$ cat src/rtl/mem_block_mover.sv
// Block copy/fill engine for the 16-bit data memory port.
// A small FSM walks src/dst word addresses and drives the shared address/read/write port.
module mem_block_mover #(
    parameter int ADDR_W = 16,
    parameter int DATA_W = 16,
    parameter int CNT_W  = 9
) (
    input  logic              clk,
    input  logic              reset,
    input  logic              start,
    input  logic              mode,
    input  logic [ADDR_W-1:0] src_addr,
    input  logic [ADDR_W-1:0] dst_addr,
    input  logic [CNT_W-1:0]  word_count,
    input  logic [DATA_W-1:0] fill_value,
    input  logic              abort,
    output logic              busy,
    output logic              done,
    output logic [CNT_W-1:0]  words_done,
    output logic [ADDR_W-1:0] mem_access_addr,
    output logic [DATA_W-1:0] mem_write_data,
    output logic              mem_write_en,
    output logic              mem_read,
    input  logic [DATA_W-1:0] mem_read_data
);

    typedef enum logic [1:0] {
        S_IDLE,
        S_READ,
        S_WRITE,
        S_DONE
    } state_t;

    // Request fields captured at start; addresses are held word-aligned.
    typedef struct packed {
        logic              fill;
        logic [ADDR_W-1:0] src;
        logic [ADDR_W-1:0] dst;
        logic [DATA_W-1:0] pattern;
    } req_t;

    localparam logic [ADDR_W-1:0] ADDR_STEP  = ADDR_W'(2);
    localparam logic [ADDR_W-1:0] ADDR_ALIGN = ~ADDR_W'(1);
    localparam logic [CNT_W-1:0]  CNT_ONE    = CNT_W'(1);

    state_t            state, state_nxt;
    req_t              req_q;
    logic [CNT_W-1:0]  remain_q;
    logic [CNT_W-1:0]  words_done_q;
    logic [DATA_W-1:0] data_q;

    always_ff @(posedge clk) begin
        if (reset) begin
            state        <= S_IDLE;
            req_q        <= '0;
            remain_q     <= '0;
            words_done_q <= '0;
            data_q       <= '0;
        end else begin
            state <= state_nxt;
            unique case (state)
                S_IDLE: begin
                    if (start) begin
                        req_q.fill    <= mode;
                        req_q.src     <= src_addr & ADDR_ALIGN;
                        req_q.dst     <= dst_addr & ADDR_ALIGN;
                        req_q.pattern <= fill_value;
                        remain_q      <= word_count;
                        words_done_q  <= '0;
                    end
                end
                S_READ: begin
                    data_q    <= mem_read_data;
                    req_q.src <= req_q.src + ADDR_STEP;
                end
                S_WRITE: begin
                    // The write in this cycle always lands, even when aborting,
                    // so it is always counted.
                    req_q.dst    <= req_q.dst + ADDR_STEP;
                    remain_q     <= remain_q - CNT_ONE;
                    words_done_q <= words_done_q + CNT_ONE;
                end
                S_DONE: ;
                default: ;
            endcase
        end
    end

    always_comb begin
        state_nxt       = state;
        busy            = 1'b0;
        done            = 1'b0;
        mem_access_addr = '0;
        mem_write_data  = '0;
        mem_write_en    = 1'b0;
        mem_read        = 1'b0;
        unique case (state)
            S_IDLE: begin
                if (start) begin
                    if (word_count == '0) state_nxt = S_DONE;
                    else if (mode)        state_nxt = S_WRITE;
                    else                  state_nxt = S_READ;
                end
            end
            S_READ: begin
                busy            = 1'b1;
                mem_read        = 1'b1;
                mem_access_addr = req_q.src;
                state_nxt       = abort ? S_IDLE : S_WRITE;
            end
            S_WRITE: begin
                busy            = 1'b1;
                mem_write_en    = 1'b1;
                mem_access_addr = req_q.dst;
                mem_write_data  = req_q.fill ? req_q.pattern : data_q;
                if (abort)                      state_nxt = S_IDLE;
                else if (remain_q == CNT_ONE)   state_nxt = S_DONE;
                else if (req_q.fill)            state_nxt = S_WRITE;
                else                            state_nxt = S_READ;
            end
            S_DONE: begin
                done      = 1'b1;
                state_nxt = S_IDLE;
            end
            default: state_nxt = S_IDLE;
        endcase
    end

    assign words_done = words_done_q;

endmodule

$ cat config.mk
export PLATFORM = sky130hd
export DESIGN_NAME = mem_block_mover
export DESIGN_NICKNAME = d
export VERILOG_FILES = /design/src/rtl/mem_block_mover.sv
export SDC_FILE = /design/constraint.sdc
export NUM_CORES = 1
export LEC_CHECK = 0
export BUFFER_PORTS_ARGS = -buffer_cell sky130_fd_sc_hd__clkbuf_2
export CAP_MARGIN = 15
export CORE_MARGIN = 3
export CORE_UTILIZATION = 59
export CTS_BUF_LIST = sky130_fd_sc_hd__clkbuf_4 sky130_fd_sc_hd__clkbuf_8
export CTS_CLUSTER_SIZE = 12
export DETAILED_ROUTE_END_ITERATION = 7
export MAX_ROUTING_LAYER = met4
export PLACE_DENSITY = 0.88
export RECOVER_POWER = 50
export SYNTH_ARGS = -nofsm -noshare
export SYNTH_HDL_FRONTEND = slang
export SYNTH_SLANG_ARGS = --single-unit
$ cat constraint.sdc
create_clock -name clk -period 4.1 [get_ports clk]
set_clock_uncertainty 0.1 [all_clocks]
set_input_delay 0.41 -clock clk [delete_from_list [all_inputs] [get_ports clk]]
set_output_delay 0.41 -clock clk [all_outputs]
set_load 0.005 [all_outputs]
==> flow_summary_export.csv, run 1 <==
group,metric,value,unit
run_status,outcome,"finished, final reports clean",
placed_design,dp_cells,769,
synth,avgSynthCellArea,7.91,um2
finish,regArea,1660,um2
synth,syn_inst,590,
worst_setup_path,worst-path-max-fanout,41,
clocking,post_cts_resized,0,
route,vias,4926,
worst_setup_path,cp_slowest_stage_delay,1120,ps
synth,ys_ff_latch,83,
global_route,grt_max_degree,42,
clocking,numCtsBuffers,9,
finish,area_growth,16.7,%
finish,layout-drive-gt1-share,20.8,%
worst_setup_path,end_kind,"primary output",
sta,finalCriticalPeriod,3150,ps
sta,fmax,317,MHz
clocking,root_buffer,"clkbuf_8",
global_route,gr-usage-all-layers,31.1,%
worst_setup_path,startpoint_type,"register",
clocking,clk_path_buf_depth,2,
global_route,grt_pass1_vias,4648,
route,avgViaCountPerCell,6.28,
finish,num_antenna_cells,0,
clocking,cts_max_level,3,
synth,synth_cell_types,59,
sta,finalMaxSlewViolations,0,
synth,synth_top_area_share,35.6,%
synth,yosysMostFrequentCell,"dfxtp_1",
synth,yosysTopAreaCell,"dfxtp_1",
clocking,cts_hold_buffers,0,
global_route,grt_overflow,0,
sta,tightestPinTransition,1440,ps
synth,synthTopCellsByCount,"dfxtp_1, nand2_1, nor2_1",
worst_setup_path,path_class,"register to primary output",
placed_design,globalplace.congestion,0.980,
synth,synth_area,4660,um2
sta,hold_viol_final,0,
flow_run,drv_cap,0,
synth,ys.flop_type,"dfxtp_1",
worst_setup_path,crit_chain,"inv_1 -> ha_1 -> nand2_1 -> a21boi_0 -> clkbuf_2",
finish,multiInputGateArea,2760,um2
route,dr.pass1.iters,5,
synth,yosysSeqAreaShare,35.6,%
power_and_ir_drop,p_per_area,378,nW/um2
finish,finish.net_count,768,
worst_setup_path,cp.required,3590,ps
synth,yosysWarnings,0,
sta,rsz0062_at_grt,"false",
synth,async_flop_share,0,%
floorplan,dieArea,9010,um2
sta,tns,0,ps
power_and_ir_drop,vdd_drop_max,0.190,mV
clocking,clkTransAtPathRegs,90,ps
sta,relSlewSlack,4.06,%
route,wire_per_inst,17.1,um
floorplan,io_pins,123,
route,dr.first_iter.drc_count,521,
sta,setup_violations,0,
route,ant_nets,0,
floorplan,core_area,7450,um2
floorplan,die_w,94.9,um
global_route,grt_pass1_wl,21800,um
placed_design,portBuffers,119,
synth,synth.net_count,677,
power_and_ir_drop,static-leakage-power,2.11,nW
clocking,clock_sinks,83,
global_route,antenna_found_initial,0,
route,wl,13500,um
clocking,cts_tree,"done",
min_path,hold_path.class,"input pin to register",
floorplan,die_h,94.9,um
floorplan,initial_core_util,62.6,%
route,drcViolationCount,0,
floorplan,num_rows,31,
finish,stdcell_count,785,
clocking,clock_latency,360,ps
sta,min_period_over_period,76.9,%
placed_design,dp_hpwl,9330,um
worst_setup_path,cpMaxStageDelayCell,"ha_1",
synth,synth_edf_count,0,
worst_setup_path,arrival,2640,ps
synth,synthTopCellsByArea,"dfxtp_1, mux2i_1, nand2_1",
clocking,post_cts_buffers,0,
finish,fill_cells,621,
path summary, 6_finish.rpt:
path	cells past startpoint	slack, ps	to	from
worst min-delay path	3	160	req_q[14]$_SDFFE_PP0P_	fill_value[14]
worst max register to register	6	1060	words_done[8]$_SDFFE_PP0P_	state[0]$_SDFFE_PP0P_
worst max-delay path	5	950	mem_access_addr[11]	state[1]$_SDFFE_PP0P_
worst min register to register	2	360	req_q[5]$_SDFFE_PP0P_	req_q[5]$_SDFFE_PP0P_
area by class of cell:
type | instances | area share, %
clock buffers | 9 | 2.28
multi-input cells | 451 | 50.8
repair buffers | 125 | 11.5
flip-flops and latches | 83 | 30.5
well taps | 99 | 2.28
inverters | 11 | 0.758
clock inverters | 7 | 1.91
layer usage:
metal	GRT usage [%]	wire, um
met1	38.4	5540
met2	50.1	6430
met3	4.06	1060
met4	14.9	429
met5	-	0
power by group:
part	internal, W	total [W]	switching [W]
sequential	0.000871	0.000956	0.0000850
clock	0.000353	0.000682	0.000329
combinational	0.000169	0.000418	0.000249
flip-flops by register name, indices dropped and copies added (netlist names):
signal and count:
req_q 47, words_done 9, remain_q 9, data_q 16, state 2
worst max-delay path, delay by kind of cell (launching register included):
kind	cells	cell delay [ps]
compound gates	1	340
buf+inv	2	270
flops	1	350
simple gates	1	200
fa+ha+maj	1	1120
metrics by stage:
| stage | utilization [%] | total power [W] | hold slack (ps) | instance area, um2 | setup WS [ps] |
|---|---|---|---|---|---|
| final | 73.1 | 0.00206 | 156 | 5440 | 949 |
| after global routing | 73.1 | 0.00214 | 163 | 5440 | 767 |
| after CTS | 73.4 | 0.00205 | 149 | 5460 | 1030 |
| after detailed placement | 70.3 | 0.00138 | 349 | 5240 | 1370 |
| after global placement | 70.3 | 0.00136 | 342 | 5240 | 1460 |
| after floorplan | - | 0.00125 | 327 | 4660 | 1980 |
layout by cell type, fill, tap and decap left out, types with 3 or more instances in the layout:
cell type    n
o32ai_1      3
a21boi_0     5
o21ai_0     32
nand3_1     22
and3_1      12
nor2b_1     16
xnor2_1      5
nor4_1       7
nand3b_1     5
nand2_1     76
nor3_1      10
buf_4        5
or3_1        6
dfxtp_1     83
and4_1       3
a31oi_1     10
nand2b_1     3
a211oi_1    11
clkbuf_8     9
a32o_1       4
or4_1        6
mux2i_1     35
clkbuf_2   110
inv_6        4
o221ai_1     5
inv_1       11
a21oi_1     35
a22oi_1     15
nor2_1      65
nand4_1      9
clkbuf_1    10
a221oi_1     3
xor2_1       4
ha_1         9
logic make-up after synthesis:
| logic type | synth area share, % |
|---|---|
| AND/OR/NAND/NOR | 26.1 |
| XOR/XNOR | 1.69 |
| AO/OA/AOI/OAI | 20.5 |
| flip-flops | 35.6 |
| buffers and inverters | 5.07 |
| multiplexers | 8.48 |
| adder cells (fa/ha/maj) | 2.41 |
| other | 0.0804 |
No activity file was read; power rests on OpenSTA's default activity.
==> inputs of run 2 (changes only) <==
--- a/config.mk
+++ b/config.mk
@@ -5,15 +5,16 @@
 export SDC_FILE = /design/constraint.sdc
 export NUM_CORES = 1
 export LEC_CHECK = 0
+export ABC_AREA = 1
 export BUFFER_PORTS_ARGS = -buffer_cell sky130_fd_sc_hd__clkbuf_2
 export CAP_MARGIN = 15
 export CORE_MARGIN = 3
-export CORE_UTILIZATION = 59
+export CORE_UTILIZATION = 55
 export CTS_BUF_LIST = sky130_fd_sc_hd__clkbuf_4 sky130_fd_sc_hd__clkbuf_8
 export CTS_CLUSTER_SIZE = 12
 export DETAILED_ROUTE_END_ITERATION = 7
 export MAX_ROUTING_LAYER = met4
-export PLACE_DENSITY = 0.88
+export PLACE_DENSITY = 0.82
 export RECOVER_POWER = 50
 export SYNTH_ARGS = -nofsm -noshare
 export SYNTH_HDL_FRONTEND = slang
==> constraint.sdc (replaced) <==
create_clock -name clk -period 3.05 [get_ports clk]
set_clock_uncertainty 0.1 [all_clocks]
set_input_delay 0.305 -clock clk [delete_from_list [all_inputs] [get_ports clk]]
set_output_delay 0.305 -clock clk [all_outputs]
set_load 0.005 [all_outputs]
==> run 2 against run 1 <==
Effect of this change: non-clock buffer count increased by 5; hold slack got worse by 84 ps; sequential power rose by 37%; via count increased by 9.9%; synthesized cell count rose by 29%; wire length up 0.74%; setup slack worse by 550 ps; final area increased by 2.5%; clock power grew 13%; total power up 32%; register-to-register slack worse by 660 ps; count of clock-buffer cells in the layout is 3 higher; critical endpoint is now req_q[23]$_SDFFE_PP0P_.
==> flow_summary_export.csv, run 2 <==
group,metric,value,unit
run_status,outcome,"finished, final reports clean",
power_and_ir_drop,p_per_area,487,nW/um2
placed_design,portBuffers,119,
floorplan,die_w,99.5,um
placed_design,placed_area,5410,um2
floorplan,initial_core_util,57.6,%
floorplan,dieArea,9890,um2
worst_setup_path,end_kind,"register",
synth,synthTopCellsByArea,"dfxtp_1, nor2_1, nand2_1",
sta,finalMaxSlewViolations,0,
sta,hold_viol_final,0,
worst_setup_path,startpoint,"state[0]$_SDFFE_PP0P_",
synth,async_flop_share,0,%
synth,ys.flop_type,"dfxtp_1",
worst_setup_path,worst-path-max-fanout,28,
route,avgViaCountPerCell,5.56,
min_path,hp-start,"mem_read_data[11]",
clocking,clkTransAtPathRegs,90,ps
sta,setup_violations,0,
worst_setup_path,regToRegSetupSlack,400,ps
clocking,root_buffer,"clkbuf_8",
finish,largest_reg_flops,47,
synth,synth_area,4800,um2
synth,synth_edf_count,0,
worst_setup_path,arrival,2790,ps
clocking,post_cts_resized,0,
global_route,grt_pass1_vias,4926,
clocking,cts_max_level,3,
sta,relSlewSlack,40.8,%
sta,tightestPinTransition,888,ps
sta,rsz0062_at_grt,"false",
placed_design,dp_cells,958,
synth,synth_top_area_share,34.6,%
finish,num_antenna_cells,0,
clocking,clk_path_buf_depth,2,
synth,syn_inst,764,
clocking,numCtsBuffers,9,
route,drcViolationCount,0,
route,dr.first_iter.drc_count,283,
placed_design,dp_hpwl,9720,um
clocking,post_cts_buffers,0,
sta,tns,0,ps
worst_setup_path,reg2reg_to,"req_q[23]$_SDFFE_PP0P_",
finish,area_growth,16.1,%
finish,stdcell_area,5580,um2
global_route,grt_pass1_wl,22500,um
global_route,grt_max_degree,36,
synth,ys_ff_latch,83,
route,ant_nets,0,
global_route,grt_overflow,0,
route,dr.pass1.iters,5,
worst_setup_path,path_class,"register to register",
clocking,cts_tree,"done",
flow_run,drv_cap,0,
global_route,antenna_found_initial,0,
synth,synthTopCellsByCount,"nor2_1, nand2_1, o21ai_0",
finish,finish.net_count,951,
finish,fill_cells,783,
placed_design,globalplace.congestion,0.914,
min_path,hold_path.class,"input pin to register",
route,wl,13600,um
global_route,gr-usage-all-layers,27.9,%
synth,synth_cell_types,36,
synth,yosysMostFrequentCell,"nor2_1",
min_path,min_path_cells,3,
finish,layout-drive-gt1-share,17.6,%
power_and_ir_drop,vdd_drop_max,0.226,mV
floorplan,io_pins,123,
finish,reg_top3,"req_q x47, data_q x16",
sta,finalHoldWorstSlack,72.3,ps
finish,regMostFlops,"req_q",
finish,stdcell_count,974,
synth,avgSynthCellArea,6.29,um2
power_and_ir_drop,static-leakage-power,2.65,nW
clocking,clock_latency,360,ps
sta,min_period_over_period,86.9,%
finish,layout_commonest_cell,"nor2_1",
floorplan,die_h,99.5,um
worst_setup_path,rr_startpoint,"state[0]$_SDFFE_PP0P_",
clocking,cts_hold_buffers,0,
route,wire_per_inst,13.9,um
finish,final_util,66.9,%
worst_setup_path,startpoint_type,"register",
synth,yosysWarnings,0,
floorplan,num_rows,33,
sta,fmax,377,MHz
synth,synth.net_count,851,
synth,yosysSeqAreaShare,34.6,%
sta,finalCriticalPeriod,2650,ps
clocking,clock_sinks,83,
floorplan,core_area,8340,um2
finish,mostFrequentLayoutCells,"nor2_1, nand2_1, clkbuf_2",
worst_setup_path,rr_worst_depth,8,
synth,yosysTopAreaCell,"dfxtp_1",
min_path,hold_path_end,"data_q[11]$_SDFFE_PP0P_",
route,vias,5416,
worst_setup_path,cp.required,3190,ps
## run 2: worst max path at each step
stage	slack [ps]	endpoint	cells after the start
after global routing	140	req_q[23]$_SDFFE_PP0P_	8
final	400	req_q[23]$_SDFFE_PP0P_	8
after CTS	480	mem_access_addr[15]	6
after global placement	840	words_done[4]$_SDFFE_PP0P_	9
after floorplan	1260	mem_write_data[10]	7
after detailed placement	720	words_done[4]$_SDFFE_PP0P_	9
## run 2: where the power goes
group          internal [W]  total (W)  leakage, nW  switching [W]
Clock              0.000343   0.000768       0.0940       0.000425
Sequential          0.00120    0.00131        0.684       0.000110
Combinational      0.000226   0.000634         1.87       0.000407
## run 2: routing by layer
layer  GRT usage [%]  wire length, um  vias up
met1            35.2             5730     2457
met2            46.7             6520      230
met3            3.58             1060       28
met4            8.61              235        0
met5               -                0        -
li1                -                -     2701
## run 2: cell type report
class | count | area [um2] | area share (%)
multi-input combinational | 572 | 2680 | 48.0
clock buffer | 12 | 153 | 2.74
timing repair buffer | 130 | 666 | 11.9
tap | 105 | 131 | 2.35
clock inverter | 4 | 33.8 | 0.605
inverter | 68 | 255 | 4.57
sequential | 83 | 1660 | 29.8
## run 2: worst max-delay path: stages (launching register included)
cell and delay (ps):
dfxtp_1 350, inv_1 100, ha_2 440, inv_1 310, o21ai_0 300, clkbuf_2 480, nand3_1 160, o21bai_1 220
inv_1 70
## run 2: cells by family after synthesis
kind of cell / after synthesis / synth area share (%)
simple gates: 364 / 31.4
compound gates: 195 / 21.5
buf+inv: 109 / 9.56
flops: 83 / 34.6
fa+ha+maj: 9 / 2.34
xor+xnor: 3 / 0.547
other cells: 1 / 0.0781
## run 2: metrics by stage
| stage | setup slack (ps) | power [W] |
|---|---|---|
| floorplan | 1260 | 0.00177 |
| global placement | 837 | 0.00193 |
| detailed placement | 719 | 0.00197 |
| CTS | 477 | 0.00272 |
| global route | 143 | 0.00287 |
| finish | 401 | 0.00271 |
==> inputs of run 3 (changes only) <==
--- a/config.mk
+++ b/config.mk
@@ -9,13 +9,13 @@
 export BUFFER_PORTS_ARGS = -buffer_cell sky130_fd_sc_hd__clkbuf_2
 export CAP_MARGIN = 15
 export CORE_MARGIN = 3
-export CORE_UTILIZATION = 55
+export CORE_UTILIZATION = 60
 export CTS_BUF_LIST = sky130_fd_sc_hd__clkbuf_4 sky130_fd_sc_hd__clkbuf_8
 export CTS_CLUSTER_SIZE = 12
 export DETAILED_ROUTE_END_ITERATION = 7
 export MAX_ROUTING_LAYER = met4
-export PLACE_DENSITY = 0.82
-export RECOVER_POWER = 50
+export PLACE_DENSITY = 0.89
+export RECOVER_POWER = 25
 export SYNTH_ARGS = -nofsm -noshare
 export SYNTH_HDL_FRONTEND = slang
 export SYNTH_SLANG_ARGS = --single-unit
==> constraint.sdc (replaced) <==
create_clock -name clk -period 3.2 [get_ports clk]
set_clock_uncertainty 0.1 [all_clocks]
set_input_delay 0.32 -clock clk [delete_from_list [all_inputs] [get_ports clk]]
set_output_delay 0.32 -clock clk [all_outputs]
set_load 0.005 [all_outputs]
==> run 3 against run 2 <==
Effect of this change: via count shrank 0.22%; combinational power shrank 6.6%; sequential share of layout area grew 0.23 points; setup slack gained 87 ps; critical path type unchanged.
==> flow_summary_export.csv, run 3 (synthesis gave the netlist of run 2 again) <==
group,metric,value,unit
finish,fill_cells,705,
power_and_ir_drop,p_per_area,457,nW/um2
min_path,hold_path.class,"input pin to register",
worst_setup_path,end_kind,"register",
floorplan,initial_core_util,61.9,%
floorplan,dieArea,9120,um2
placed_design,globalplace.congestion,0.896,
global_route,grt_pass1_wl,21100,um
global_route,grt_pass1_vias,4881,
finish,layout-drive-gt1-share,16.4,%
finish,stdcell_area,5540,um2
placed_design,dp_hpwl,9500,um
clocking,clk_path_buf_depth,2,
global_route,grt_overflow,0,
floorplan,die_h,95.5,um
clocking,cts_tree,"done",
clocking,post_cts_buffers,0,
finish,finish.net_count,949,
sta,setup_violations,0,
placed_design,placed_area,5390,um2
worst_setup_path,worst-path-max-fanout,25,
sta,min_period_over_period,84.8,%
finish,reg_top3,"req_q x47, data_q x16",
sta,relSlewSlack,28.0,%
sta,hold_viol_final,0,
flow_run,drv_cap,0,
power_and_ir_drop,static-leakage-power,2.59,nW
route,avgViaCountPerCell,5.58,
clocking,cts_hold_buffers,0,
route,ant_nets,0,
floorplan,io_pins,123,
sta,finalMaxSlewViolations,0,
floorplan,core_area,7770,um2
route,dr.first_iter.drc_count,276,
finish,regArea,1660,um2
clocking,numCtsBuffers,9,
sta,fmax,369,MHz
finish,regMostFlops,"req_q",
sta,finalCriticalPeriod,2710,ps
floorplan,num_rows,32,
sta,tns,0,ps
route,dr.pass1.iters,6,
global_route,grt_max_degree,38,
clocking,cts_max_level,3,
global_route,antenna_found_initial,0,
route,vias,5404,
route,wl,13200,um
clocking,clkTransAtPathRegs,90,ps
clocking,clock_latency,360,ps
sta,rsz0062_at_grt,"false",
finish,multiInputGateArea,2680,um2
power_and_ir_drop,vdd_drop_max,0.225,mV
finish,num_antenna_cells,0,
run_status,outcome,"finished, final reports clean",
clocking,root_buffer,"clkbuf_8",
finish,mostFrequentLayoutCells,"nor2_1, nand2_1, clkbuf_2",
worst_setup_path,startpoint_type,"register",
finish,largest_reg_flops,47,
floorplan,die_w,95.5,um
worst_setup_path,arrival,2910,ps
clocking,post_cts_resized,0,
worst_setup_path,cp.required,3400,ps
route,wire_per_inst,13.6,um
route,drcViolationCount,0,
sta,tightestPinTransition,1080,ps
global_route,gr-usage-all-layers,29.5,%
finish,area_growth,15.3,%
clocking,clock_sinks,83,
worst_setup_path,path_class,"register to register",
placed_design,portBuffers,119,
finish,layout_commonest_cell,"nor2_1",
==> run 3: area by class of cell <==
class	instances	share of cell area (%)
Timing Repair Buffer	128	11.5
Multi-Input combinational cell	572	48.4
Tap cell	102	2.30
Inverter	68	4.61
Clock buffer	10	2.37
Clock inverter	6	0.746
Sequential cell	83	30.0
==> run 3: path summary, 6_finish.rpt <==
check | from | end | depth (start not counted) | slack, ps
setup / recovery | state[0]$_SDFFE_PP0P_ | words_done[5]$_SDFFE_PP0P_ | 9 | 490
hold reg to reg | remain_q[6]$_SDFFE_PP0P_ | remain_q[6]$_SDFFE_PP0P_ | 2 | 390
setup reg to reg | state[0]$_SDFFE_PP0P_ | words_done[5]$_SDFFE_PP0P_ | 9 | 490
hold / removal | mem_read_data[10] | data_q[10]$_SDFFE_PP0P_ | 3 | 90
==> run 3: metal layers <==
metal  vias to the layer above  GRT usage (%)  routed length [um]
met4                         0           11.0                 290
li1                       2689              -                   -
met3                        29           4.58                 972
met2                       209           50.6                6520
met5                         -              -                   0
met1                      2477           34.8                5380
==> run 3: report_power, final <==
part           internal, W  leakage (nW)  switching [W]
clock             0.000291        0.0821       0.000398
combinational     0.000213          1.83       0.000379
sequential         0.00115         0.684       0.000104
==> run 3: worst max-delay path: stages (launching register included) <==
cell and delay, ps:
dfxtp_1 360, inv_1 90, ha_2 490, inv_1 130, o21ai_0 240, clkbuf_1 700
nand3_2 170, nor2_2 160, o21ai_1 70, a21oi_1 130
==> run 3: metrics by stage <==
step / hold slack, ps / total power [W] / worst slack [ps] / util [%] / instances
floorplan: 289 / 0.00168 / 1400 / - / 764
global placement: 365 / 0.00183 / 971 / 69.4 / 953
detailed placement: 375 / 0.00186 / 911 / 69.4 / 953
CTS: 77.1 / 0.00254 / 573 / 71.7 / 969
global route: 89.1 / 0.00268 / 194 / 71.3 / 969
finish: 87.5 / 0.00253 / 488 / 71.3 / 969
